==> config.mk <==
export PLATFORM = sky130hd
export DESIGN_NAME = bram_stream_sched
export DESIGN_NICKNAME = d
export VERILOG_FILES = /design/src/rtl/msb_pkg.sv /design/src/rtl/bram_stream_sched_rr_arbiter.sv /design/src/rtl/bram_stream_sched.sv
export SDC_FILE = /design/constraint.sdc
export NUM_CORES = 1
export LEC_CHECK = 0
export CAP_MARGIN = 0
export CORE_ASPECT_RATIO = 1.1
export CORE_MARGIN = 3
export CORE_UTILIZATION = 41
export CTS_CLUSTER_DIAMETER = 60
export CTS_CLUSTER_SIZE = 16
export DETAILED_ROUTE_END_ITERATION = 12
export DONT_BUFFER_PORTS = 1
export PLACE_DENSITY = 0.58
export SYNTH_ARGS = -nofsm -noshare
export SYNTH_HDL_FRONTEND = slang
export SYNTH_SLANG_ARGS = --single-unit
==> constraint.sdc <==
create_clock -name clk2x -period 6.5 [get_ports clk2x]
set_clock_uncertainty 0.1 [all_clocks]
set_input_delay 0.975 -clock clk2x [delete_from_list [all_inputs] [get_ports clk2x]]
set_output_delay 0.975 -clock clk2x [all_outputs]
set_load 0.01 [all_outputs]
==> src/rtl/msb_pkg.sv <==
// Shared types and helpers for the multi-stream buffer: stream/address types,
// the fixed BRAM read latency and the {sid,ptr} address packer.
package msb_pkg;

   localparam int BRAM_LATENCY    = 2;
   localparam int DEF_NUM_STREAMS = 4;
   localparam int DEF_RAM_DEPTH   = 512;

   typedef logic [$clog2(DEF_NUM_STREAMS)-1:0] sid_t;
   typedef logic [$clog2(DEF_RAM_DEPTH)-1:0]   bram_addr_t;

   // Stream segment select sits above the per-stream pointer.
   function automatic int unsigned pack_addr(input int unsigned sid,
                                             input int unsigned ptr,
                                             input int unsigned ptr_width);
      return (sid << ptr_width) | ptr;
   endfunction

endpackage

==> src/rtl/bram_stream_sched_rr_arbiter.sv <==
// Round-robin arbiter: combinational one-hot grant, search starts at the
// priority pointer, which moves just past the winner on every grant.
module rr_arbiter #(
   parameter int N  = 4,
   parameter int IW = (N > 1) ? $clog2(N) : 1
) (
   input  logic          clk2x,
   input  logic          reset,
   input  logic [N-1:0]  req_i,
   output logic [N-1:0]  gnt_o,
   output logic [IW-1:0] idx_o
);

   logic [IW-1:0] ptr_q, ptr_d;
   logic [IW-1:0] cand;
   logic          found;

   // N is a power of two, so pointer arithmetic wraps naturally.
   always_comb begin
      gnt_o = '0;
      idx_o = '0;
      ptr_d = ptr_q;
      found = 1'b0;
      cand  = '0;
      for (int i = 0; i < N; i++) begin
         cand = ptr_q + IW'(i);
         if (!found && req_i[cand]) begin
            found       = 1'b1;
            gnt_o[cand] = 1'b1;
            idx_o       = cand;
            ptr_d       = cand + IW'(1);
         end
      end
   end

   always_ff @(posedge clk2x) begin
      if (reset) begin
         ptr_q <= '0;
      end else begin
         ptr_q <= ptr_d;
      end
   end

endmodule

==> src/rtl/bram_stream_sched.sv <==
// Per-stream circular queues in one shared BRAM: 1 write + 1 round-robin read per cycle,
// read data returns BRAM_LATENCY cycles after grant; writers see o_wr_r, no egress backpressure.
module bram_stream_sched
   import msb_pkg::*;
#(
   parameter int NUM_STREAMS = 4,
   parameter int DATA_WIDTH  = 64,
   parameter int RAM_DEPTH   = 512,
   parameter int ADDR_WIDTH  = $clog2(RAM_DEPTH),
   parameter int SID_WIDTH   = $clog2(NUM_STREAMS),
   parameter int SEG_DEPTH   = RAM_DEPTH / NUM_STREAMS,
   parameter int PTR_WIDTH   = $clog2(SEG_DEPTH)
) (
   input  logic                   clk2x,
   input  logic                   reset,
   input  logic                   i_wr_v,
   input  logic [SID_WIDTH-1:0]   i_wr_sid,
   input  logic [DATA_WIDTH-1:0]  i_wr_d,
   output logic                   o_wr_r,
   input  logic [NUM_STREAMS-1:0] i_rd_req,
   output logic [NUM_STREAMS-1:0] o_rd_gnt,
   output logic                   o_rd_v,
   output logic [SID_WIDTH-1:0]   o_rd_sid,
   output logic [DATA_WIDTH-1:0]  o_rd_d,
   output logic [NUM_STREAMS-1:0] o_empty,
   output logic [NUM_STREAMS-1:0] o_full,
   output logic                   o_bram_we,
   output logic [ADDR_WIDTH-1:0]  o_bram_wa,
   output logic [DATA_WIDTH-1:0]  o_bram_wd,
   output logic                   o_bram_re,
   output logic [ADDR_WIDTH-1:0]  o_bram_ra,
   input  logic [DATA_WIDTH-1:0]  i_bram_rd
);

   localparam logic [PTR_WIDTH:0] CNT_FULL = (PTR_WIDTH+1)'(SEG_DEPTH);

   logic                                  wr_acc;
   logic [NUM_STREAMS-1:0]                elig;
   logic [NUM_STREAMS-1:0]                gnt;
   logic [SID_WIDTH-1:0]                  gnt_idx;
   logic [NUM_STREAMS-1:0][PTR_WIDTH-1:0] wptr_all;
   logic [NUM_STREAMS-1:0][PTR_WIDTH-1:0] rptr_all;

   logic [BRAM_LATENCY-1:0]                rv_q, rv_d;
   logic [BRAM_LATENCY-1:0][SID_WIDTH-1:0] rsid_q, rsid_d;

   // No full bypass: a grant in the same cycle never frees room for this write.
   assign o_wr_r = !o_full[i_wr_sid];
   assign wr_acc = i_wr_v && o_wr_r && !reset;

   // Registered empty mask keeps a fresh write unreadable until next cycle,
   // so read and write addresses can never collide.
   assign elig = i_rd_req & ~o_empty & {NUM_STREAMS{!reset}};

   rr_arbiter #(
      .N  (NUM_STREAMS),
      .IW (SID_WIDTH)
   ) u_arb (
      .clk2x (clk2x),
      .reset (reset),
      .req_i (elig),
      .gnt_o (gnt),
      .idx_o (gnt_idx)
   );

   assign o_rd_gnt  = gnt;
   assign o_bram_we = wr_acc;
   assign o_bram_wd = i_wr_d;
   assign o_bram_wa = ADDR_WIDTH'(pack_addr(32'(i_wr_sid), 32'(wptr_all[i_wr_sid]), PTR_WIDTH));
   assign o_bram_re = |gnt;
   assign o_bram_ra = ADDR_WIDTH'(pack_addr(32'(gnt_idx), 32'(rptr_all[gnt_idx]), PTR_WIDTH));

   for (genvar s = 0; s < NUM_STREAMS; s++) begin : g_queue
      logic                 inc, dec;
      logic [PTR_WIDTH-1:0] wptr_q, wptr_d;
      logic [PTR_WIDTH-1:0] rptr_q, rptr_d;
      logic [PTR_WIDTH:0]   cnt_q, cnt_d;
      logic                 empty_q, full_q;

      assign inc = wr_acc && (i_wr_sid == SID_WIDTH'(s));
      assign dec = gnt[s];

      always_comb begin
         wptr_d = wptr_q;
         rptr_d = rptr_q;
         cnt_d  = cnt_q;
         if (inc) begin
            wptr_d = wptr_q + PTR_WIDTH'(1);
         end
         if (dec) begin
            rptr_d = rptr_q + PTR_WIDTH'(1);
         end
         if (inc && !dec) begin
            cnt_d = cnt_q + (PTR_WIDTH+1)'(1);
         end else if (dec && !inc) begin
            cnt_d = cnt_q - (PTR_WIDTH+1)'(1);
         end
      end

      always_ff @(posedge clk2x) begin
         if (reset) begin
            wptr_q  <= '0;
            rptr_q  <= '0;
            cnt_q   <= '0;
            empty_q <= 1'b1;
            full_q  <= 1'b0;
         end else begin
            wptr_q  <= wptr_d;
            rptr_q  <= rptr_d;
            cnt_q   <= cnt_d;
            empty_q <= (cnt_d == '0);
            full_q  <= (cnt_d == CNT_FULL);
         end
      end

      assign wptr_all[s] = wptr_q;
      assign rptr_all[s] = rptr_q;
      assign o_empty[s]  = empty_q;
      assign o_full[s]   = full_q;
   end

   // Valid/sid ride alongside the BRAM read so they line up with i_bram_rd.
   always_comb begin
      rv_d      = rv_q;
      rsid_d    = rsid_q;
      rv_d[0]   = |gnt;
      rsid_d[0] = gnt_idx;
      for (int i = 1; i < BRAM_LATENCY; i++) begin
         rv_d[i]   = rv_q[i-1];
         rsid_d[i] = rsid_q[i-1];
      end
   end

   always_ff @(posedge clk2x) begin
      if (reset) begin
         rv_q   <= '0;
         rsid_q <= '0;
      end else begin
         rv_q   <= rv_d;
         rsid_q <= rsid_d;
      end
   end

   assign o_rd_v   = rv_q[BRAM_LATENCY-1];
   assign o_rd_sid = rsid_q[BRAM_LATENCY-1];
   assign o_rd_d   = i_bram_rd;

endmodule

==> impl_metrics.tcl, run 1 <==
set metrics [dict create \
    cp-startpoint "u_arb.ptr_q[0]" \
    synth_seq_cells 104 \
    totalPowerFinal_w 0.00271 \
    synth_edf_count 0 \
    power_density_nw_per_um2 379 \
    die_h_um 150 \
    tns_ns 0 \
    cp_slowest_cell "dfxtp_1" \
    pre_cts_slack_ns 2.03 \
    grtUsageTotal 0.178 \
    path_max_fanout 20 \
    dr.pass1.iters 5 \
    die_width_um 137 \
    ir_worst_vdd_mv 0.216 \
    drc 0 \
    num_antenna_cells 0 \
    cts_max_level 3 \
    synth.avg_cell_area_um2 8.20 \
    cts_hold_buf 0 \
    synthArstFlopShare 0 \
    drv_slew 0 \
    cp_num_cells 8 \
    grt_pass1_vias 5597 \
    rows 51 \
    r2r-end "g_queue[2].empty_q" \
    p_leak_nw 2.71 \
    clock.fmax_mhz 205 \
    drt_iter0_drc 427 \
    syn_nets 1101 \
    core_area_um2 18100 \
    tightest_slew_ns 1.09 \
    ys_warn_count 0 \
    wl_um 18500 \
    crit_type "flip-flop to primary output" \
    cts_sinks 104 \
    final-seq-area_um2 2080 \
    multi_input_area_um2 4310 \
    drive_gt1_frac 0.0881 \
    netlist_area_um2 7710 \
    wl_per_cell_um 18.1 \
    cp_common_cell "inv_1" \
    endpoint "o_bram_re" \
    grt_pass1_wl_um 29400 \
    nets 939 \
    final_common_cell "dfxtp_1" \
    grt-ovfl-total 0 \
    grt_max_degree 96 \
    hp-class "flip-flop to flip-flop" \
    port_buffers 0 \
    cts_setup_buffers 0 \
    period_needed_ns 4.88 \
    drv_cap 0 \
    clkTransAtPathRegs_ns 0.07 \
    crit_chain "inv_1 -> ha_1 -> inv_1 -> a21o_1 -> a211oi_2 -> a32o_2 -> nor3_2 -> nand4_1" \
    ant_nets 0 \
    fin_crit_sh 0.750 \
    gp_congestion 0.932 \
    final_cell_mix "dfxtp_1, nor2_1, nand2_1" \
    dp_hpwl_um 13500 \
    rsz0062_at_grt "false" \
    vias_per_cell 5.91 \
    required_ns 5.42 \
    antenna_found_initial 0 \
    cts_made_buffers 9 \
    post_cts_resize_count 0 \
    cts_buffer_depth 2 \
    r2r_cells 11 \
    die_area_um2 20500 \
    seq_area_frac_synth 0.270 \
    ys.flop_type "dfxtp_1" \
    max_slew_margin 0.274 \
    cp.arrival_ns 3.80 \
    start_kind "flip-flop" \
    setup_slack_ns 1.62 \
    start_util 0.427 \
    insertion_delay_ns 0.36 \
    setup-violations-final 0 \
    worstReg2RegStart "u_arb.ptr_q[0]" \
    hold_viol_final 0 \
    critPathMaxStageDelay_ns 0.77 \
    r2r_setup_slack_ns 2.06 \
    syn_inst 940 \
    cp_top_family "simple AND/OR/NAND/NOR gates" \
    path_buf_inv 2 \
    pin_count 301 \
    cts_tree "yes" \
    yosysUniqueCellTypes 84 \
    outcome "finished clean" \
    area_delta_synth_final_pct -7.21 \
    fillCellCount 1854 \
    cp-end-kind "primary output" \
    vias 6032 \
    cts-root-buf "clkbuf_16" \
]
## through the flow
step	util	instance area (um^2)	hold WS, ns	std cells
floorplan	-	7710	0.314	940
global placement	0.377	6820	0.323	1005
detailed placement	0.377	6820	0.333	1005
CTS	0.396	7150	0.353	1021
global route	0.396	7150	0.382	1021
finish	0.396	7150	0.347	1021
## metal layers
| metal | track usage | part of all wire | vias to the layer above |
|---|---|---|---|
| met4 | 0.0801 | 0.037 | 0 |
| li1 | - | - | 2922 |
| met5 | 0 | 0 | - |
| met3 | 0.0336 | 0.059 | 79 |
| met1 | 0.235 | 0.45 | 2870 |
| met2 | 0.283 | 0.46 | 161 |
## final cells by class
cell class                      count  area share
Clock buffer                        9      0.0315
Sequential cell                   104       0.291
Inverter                           27      0.0142
Timing Repair Buffer                4     0.00420
Multi-Input combinational cell    632       0.602
Tap cell                          238      0.0416
Clock inverter                      7      0.0152
## how the worst min path moves through the flow
stage	from	endpoint	slack, ns	cells after the start
floorplan	rsid_d[2]	o_rd_sid[0]	0.31	1
global placement	rsid_d[3]	o_rd_sid[1]	0.32	1
detailed placement	rsid_d[3]	o_rd_sid[1]	0.33	1
CTS	rsid_d[3]	o_rd_sid[1]	0.35	1
global route	rsid_d[3]	o_rd_sid[1]	0.38	1
finish	rsid_d[3]	o_rd_sid[1]	0.35	1
## cell families (layout without fill, tap and decap cells)
| logic type | Yosys count | in the layout | share of synthesized area |
|---|---|---|---|
| AOI/OAI and AO/OA | 166 | 166 | 0.160 |
| xor gates and xnor gates | 51 | 51 | 0.0580 |
| adders and majority gates | 25 | 25 | 0.0403 |
| buffers and inverters | 204 | 47 | 0.171 |
| DFF | 104 | 104 | 0.270 |
| muxes | 22 | 22 | 0.0403 |
| and+or+nand+nor | 368 | 368 | 0.260 |
## power breakdown
group | internal (W) | switching, W | total (W) | leakage (nW)
sequential | 0.000744 | 0.000172 | 0.000916 | 0.843
clock | 0.000347 | 0.000273 | 0.000620 | 0.164
combinational | 0.000473 | 0.000704 | 0.00118 | 1.70
total | 0.00156 | 0.00115 | 0.00271 | 2.71
## flip-flops by register name, summed over array words and instances (netlist names)
signal / cells
u_arb.ptr_q: 2
g_queue.rptr_q: 28
rsid_d: 2
g_queue.full_q: 4
o_rd_sid: 2
g_queue.cnt_q: 32
g_queue.wptr_q: 28
rv_q: 2
g_queue.empty_q: 4
## worst reg2reg max path, delay by kind of cell, from the launching register on
family	cells	cell delay (ns)
simple gates	2	1.01
buf+inv	3	0.75
compound gates	5	1.25
flops	1	0.77
fa+ha+maj	1	0.42
## synthesized netlist by cell type (5+ instances only)
cell type / number / area share
nor4_1: 16 / 0.013
or3_1: 16 / 0.013
nor2b_1: 10 / 0.0081
a21oi_1: 32 / 0.021
and2_1: 21 / 0.017
inv_2: 5 / 0.0024
and4_1: 7 / 0.0080
nor2_1: 80 / 0.039
o21ai_0: 22 / 0.014
a31oi_1: 13 / 0.011
o31ai_1: 8 / 0.0078
dfxtp_1: 104 / 0.27
xor2_1: 32 / 0.036
nand4_1: 30 / 0.024
ha_1: 24 / 0.039
nor3b_1: 8 / 0.0078
mux4_2: 7 / 0.020
inv_1: 21 / 0.010
o211ai_1: 7 / 0.0068
and3_1: 21 / 0.017
a21o_1: 5 / 0.0049
clkbuf_1: 23 / 0.011
nor3_1: 23 / 0.015
nand2_1: 72 / 0.035
a211oi_1: 12 / 0.012
buf_4: 142 / 0.14
xnor2_1: 19 / 0.022
mux2i_1: 13 / 0.017
buf_1: 6 / 0.0029
nand3_1: 28 / 0.018
(Power assumes the default switching activity.)
==> run 2: changes to the inputs <==
ABC_AREA = 1   (was not set)
PLACE_DENSITY = 0.6   (was 0.58)
clock period = 4 ns   (was 6.5 ns; I/O delays follow)
==> run 2 against run 1 <==
Effect of this change: combinational power increased by 140%; final cell count increased by 17%; area after synthesis decreased by 1.3%; via count increased by 2.0%; cell area decreased by 0.58%; routed wire length decreased by 1.6%; first-iteration DRC count decreased by 22%; global-route usage increased by 0.21 points; flip-flop and latch count unchanged; clock power increased by 50%; largest power group unchanged.
==> impl_metrics.tcl, run 2 <==
set metrics [dict create \
    cp.arrival_ns 3.07 \
    die_area_um2 20200 \
    tightest_slew_ns 0.492 \
    gp_congestion 0.925 \
    p_int_w 0.00280 \
    fin_cells 1199 \
    cts_hold_buf 0 \
    ant_nets 0 \
    final_cell_mix "nand2_1, inv_1, nor2_1" \
    die_h_um 149 \
    cts_max_level 3 \
    switching_share 0.474 \
    pre_cts_slack_ns 0.562 \
    core_area_um2 17900 \
    final_cell_area_um2 7110 \
    whs_ns 0.202 \
    routed-wl-met2_um 8070 \
    synth_seq_cells 104 \
    synth.avg_cell_area_um2 6.93 \
    required_ns 3.30 \
    reg_top3 "g_queue.cnt_q: 32 flops, g_queue.rptr_q: 28 flops, g_queue.wptr_q: 28 flops" \
    antenna_found_initial 0 \
    insertion_delay_ns 0.36 \
    power_density_nw_per_um2 749 \
    dr.pass1.iters 5 \
    cts-root-buf "clkbuf_16" \
    place_area_um2 6800 \
    hold_viol_final 0 \
    p_switching_w 0.00252 \
    cp_top_family "buffers and inverters" \
    pin_count 301 \
    setup-violations-final 0 \
    crit_type "flip-flop to primary output" \
    drive_gt1_frac 0.0968 \
    ys_top_cells_by_count "nand2_1, buf_4, inv_1, nor2_1, dfxtp_1" \
    drc 0 \
    ir_worst_vdd_mv 0.362 \
    routed.top_layer "met4" \
    period_needed_ns 3.77 \
    clkTransAtPathRegs_ns 0.08 \
    grt-ovfl-total 0 \
    grt_max_degree 64 \
    top_register "g_queue.cnt_q" \
    drt_iter0_drc 331 \
    start_kind "flip-flop" \
    ys.flop_type "dfxtp_1" \
    nets 1117 \
    grt_pass1_wl_um 29200 \
    wl_per_cell_um 15.2 \
    grtUsageTotal 0.180 \
    yosysUniqueCellTypes 46 \
    area_delta_synth_final_pct -6.53 \
    cts_made_buffers 9 \
    synthArstFlopShare 0 \
    yosysTopAreaCell "dfxtp_1" \
    die_width_um 136 \
    synth_edf_count 0 \
    p_leak_nw 3.09 \
    hp-class "input pin to flip-flop" \
    ys_warn_count 0 \
    outcome "finished clean" \
    yosysMostFrequentCell "nand2_1" \
    cp_common_cell "inv_1" \
    cts_setup_buffers 0 \
    yosysTopAreaCellShare 0.274 \
    syn_nets 1258 \
    wl_um 18200 \
    fillCellCount 1904 \
    met1_length_um 8160 \
    wl_met3_um 1290 \
    rows 51 \
    netlist_area_um2 7610 \
    grt_pass1_vias 5706 \
    cts_buffer_depth 2 \
    pwr-share-clk 0.175 \
    setup_slack_ns 0.227 \
    largest_reg_flops 32 \
    max_slew_margin 0.669 \
    start_util 0.424 \
    path_max_fanout 14 \
    seq_area_frac_synth 0.274 \
    rsz0062_at_grt "false" \
    cts_tree "yes" \
    drv_slew 0 \
    vias 6150 \
    comb_power_share 0.533 \
    drv_cap 0 \
    path_buf_inv 4 \
    vias_per_cell 5.13 \
    dp_hpwl_um 13800 \
    cp-end-kind "primary output" \
    power_frac_seq 0.292 \
    fin_crit_sh 0.943 \
    port_buffers 0 \
    synth_area_leaders "dfxtp_1, buf_4, nand2_1" \
    num_antenna_cells 0 \
    clock.fmax_mhz 265 \
    cp_slowest_cell "dfxtp_2" \
    syn_inst 1097 \
    final_common_cell "nand2_1" \
    cts_sinks 104 \
    crit_chain "inv_1 -> ha_1 -> inv_1 -> nand3_1 -> nand2_1 -> nand2_2 -> nor2_4 -> nand2_1 -> o211ai_1 -> inv_1 -> o32ai_1 -> buf_4" \
    critPathMaxStageDelay_ns 0.43 \
    dp_cells 1183 \
    tns_ns 0 \
]
==> run 2: path summary, 6_finish.rpt <==
kind	from	to	slack (ns)	depth (start not counted)
max	u_arb.ptr_q[1]	o_bram_ra[2]	0.23	12
min reg2reg	rsid_d[2]	o_rd_sid[0]	0.31	2
max reg2reg	u_arb.ptr_q[1]	g_queue[3].full_q	0.94	17
min	reset	g_queue[1].cnt_q[0]	0.20	1
==> run 2: layout make-up <==
class | count | area (um^2) | share of cell area
Multi-Input combinational cell | 709 | 3880 | 0.546
Tap cell | 238 | 298 | 0.0419
Inverter | 124 | 480 | 0.0676
Clock inverter | 7 | 80.1 | 0.0113
Sequential cell | 104 | 2080 | 0.293
Clock buffer | 9 | 225 | 0.0317
Timing Repair Buffer | 8 | 60.1 | 0.00845
==> run 2: what timing repair did <==
| item | 4_1_cts | 5_1_grt |
|---|---|---|
| resized for setup | 0 | 1 |
| endpoints found under the setup margin | 0 | 3 |
| hold endpoints to repair | 0 | 0 |
==> run 2: worst reg2reg max path: cells and delay by family (launching register included) <==
family / cells / cell delay (ns)
fa+ha+maj: 1 / 0.37
buf+inv: 2 / 0.26
flops: 1 / 0.43
simple gates: 14 / 1.85
==> run 2: kinds of logic (layout without fill, tap and decap cells) <==
kind of cell,count (synthesis),after routing,share of synthesized area
flops,104,104,0.274
fa+ha+maj,24,24,0.0395
compound gates,138,138,0.101
xor+xnor,31,31,0.0357
buf+inv,284,148,0.216
simple gates,516,516,0.334
==> run 2: metrics by stage <==
step	util	power, W
3_5_place_dp	0.379	0.00441
2_1_floorplan	-	0.00401
4_1_cts	0.396	0.00535
5_1_grt	0.396	0.00586
6_report	0.396	0.00533
3_3_place_gp	0.379	0.00440
==> run 2: power by group through the flow <==
| stage | logic (W) | registers (W) | clock network (W) |
|---|---|---|---|
| 6_report | 0.00284 | 0.00155 | 0.000932 |
| 3_5_place_dp | 0.00283 | 0.00157 | 0 |
| 3_3_place_gp | 0.00282 | 0.00158 | 0 |
| 2_1_floorplan | 0.00254 | 0.00147 | 0 |
| 4_1_cts | 0.00285 | 0.00155 | 0.000951 |
| 5_1_grt | 0.00327 | 0.00160 | 0.000987 |
==> run 2: layer usage <==
metal  vias to the layer above  global-route usage
met5                         -                   0
met4                         0              0.0751
met3                        63              0.0523
met2                       139               0.286
met1                      2784               0.230
li1                       3164                   -
==> run 3: changes to the inputs <==
CTS_BUF_LIST = sky130_fd_sc_hd__clkbuf_4 sky130_fd_sc_hd__clkbuf_8   (was not set)
==> run 3 against run 2 <==
Effect of this change: core utilization down 0.57 points; cell area down 1.4%; sequential power barely moved; critical path type unchanged; highest routed layer unchanged.
==> impl_metrics.tcl, run 3 (synthesis gave the netlist of run 2 again) <==
set metrics [dict create \
    largest_reg_flops 32 \
    core_area_um2 17900 \
    cp.arrival_ns 3.02 \
    fin_cells 1199 \
    drc 0 \
    hp-class "input pin to flip-flop" \
    hold_viol_final 0 \
    ant_nets 0 \
    drt_iter0_drc 393 \
    grt_pass1_vias 5718 \
    cts_made_buffers 9 \
    period_needed_ns 3.72 \
    r2r-end "g_queue[2].empty_q" \
    num_antenna_cells 0 \
    dr.pass1.iters 5 \
    die_area_um2 20200 \
    fillCellCount 1918 \
    start_util 0.424 \
    tns_ns 0 \
    port_buffers 0 \
    r2r_cells 19 \
    cts_sinks 104 \
    r2r_setup_slack_ns 0.94 \
    grtUsageTotal 0.180 \
    pre_cts_slack_ns 0.562 \
    path_max_fanout 14 \
    crit_type "flip-flop to primary output" \
    grt-ovfl-total 0 \
    pin_count 301 \
    setup_slack_ns 0.278 \
    cts-root-buf "clkbuf_8" \
    gp_congestion 0.925 \
    grt_max_degree 64 \
    final_common_cell "nand2_1" \
    start_kind "flip-flop" \
    vias_per_cell 5.17 \
    rsz0062_at_grt "false" \
    cts_buffer_depth 2 \
    outcome "finished clean" \
    cp-startpoint "u_arb.ptr_q[1]" \
    p_leak_nw 3.04 \
    die_width_um 136 \
    insertion_delay_ns 0.39 \
    required_ns 3.30 \
    multi_input_area_um2 3880 \
    dp_cells 1183 \
    antenna_found_initial 0 \
    top_register "g_queue.cnt_q" \
    totalPowerFinal_w 0.00510 \
    max_slew_margin 0.668 \
    ir_worst_vdd_mv 0.356 \
    final-seq-area_um2 2080 \
    die_h_um 149 \
    area_delta_synth_final_pct -7.86 \
    power_density_nw_per_um2 728 \
    nets 1117 \
    cts_max_level 3 \
    drive_gt1_frac 0.0989 \
    wl_per_cell_um 15.1 \
    wl_um 18100 \
    dp_hpwl_um 13800 \
    grt_pass1_wl_um 29100 \
    cts_tree "yes" \
    setup-violations-final 0 \
    drv_slew 0 \
    whs_path_depth 1 \
    vias 6196 \
    fin_crit_sh 0.931 \
    clock.fmax_mhz 269 \
    tightest_slew_ns 0.493 \
    clkTransAtPathRegs_ns 0.12 \
    rows 51 \
    reg_top3 "g_queue.cnt_q: 32 flops, g_queue.rptr_q: 28 flops, g_queue.wptr_q: 28 flops" \
    final_cell_mix "nand2_1, nor2_1, inv_1, dfxtp_1, nand3_1" \
    cts_hold_buf 0 \
    hp-start "reset" \
    drv_cap 0 \
    min_to "g_queue[2].cnt_q[4]" \
    cp-end-kind "primary output" \
    worstReg2RegStart "u_arb.ptr_q[1]" \
]
run 3: cell types whose count changed in the layout (fill, tap and decap cells not counted):
cell	before	now
clkbuf_16	9	0
clkbuf_8	0	9
inv_1	105	103
inv_2	12	14
run 3: cell type report:
type / instances / area share
flip-flops and latches: 104 / 0.297
repair buffers: 8 / 0.00857
well taps: 238 / 0.0425
clock inverters: 7 / 0.0114
clock buffers: 9 / 0.0177
multi-input cells: 709 / 0.554
inverters: 124 / 0.0686
run 3: critical path: stages, from the launching register on:
cell and delay (ns):
dfxtp_2 0.44, inv_1 0.08, ha_1 0.36, inv_1 0.18, nand3_1 0.09, nand2_1 0.11
nand2_2 0.09, nor2_4 0.17, nand2_1 0.14, o211ai_1 0.31, inv_2 0.17, o32ai_1 0.30
buf_4 0.18
run 3: repair_timing:
item                                    in CTS  in global routing
endpoints found under the setup margin       0                  7
gates resized for setup                      0                  3
setup buffers                                0                  0
run 3: routing by layer:
metal | wire, um | GRT usage
met3 | 1130 | 0.0439
met2 | 7980 | 0.284
met4 | 711 | 0.0822
met5 | 0 | 0
met1 | 8300 | 0.233
run 3: report_power, final:
group          switching, W  internal, W
combinational       0.00181      0.00103
clock              0.000402     0.000297
sequential         0.000278      0.00128
total               0.00249      0.00261
run 3: how the worst max path moves through the flow:
| stage | endpoint | cells past startpoint |
|---|---|---|
| finish | o_bram_ra[2] | 12 |
| global route | o_bram_ra[2] | 12 |
| CTS | o_bram_ra[2] | 12 |
| detailed placement | o_bram_ra[2] | 14 |
| global placement | o_bram_ra[2] | 14 |
| floorplan | o_bram_ra[1] | 13 |
run 3: stage by stage:
step / hold WS (ns) / area, um^2 / util
2_1_floorplan: 0.288 / 7610 / -
6_report: 0.172 / 7010 / 0.391
3_5_place_dp: 0.303 / 6800 / 0.379
5_1_grt: 0.133 / 7010 / 0.391
3_3_place_gp: 0.305 / 6800 / 0.379
4_1_cts: 0.142 / 7010 / 0.391
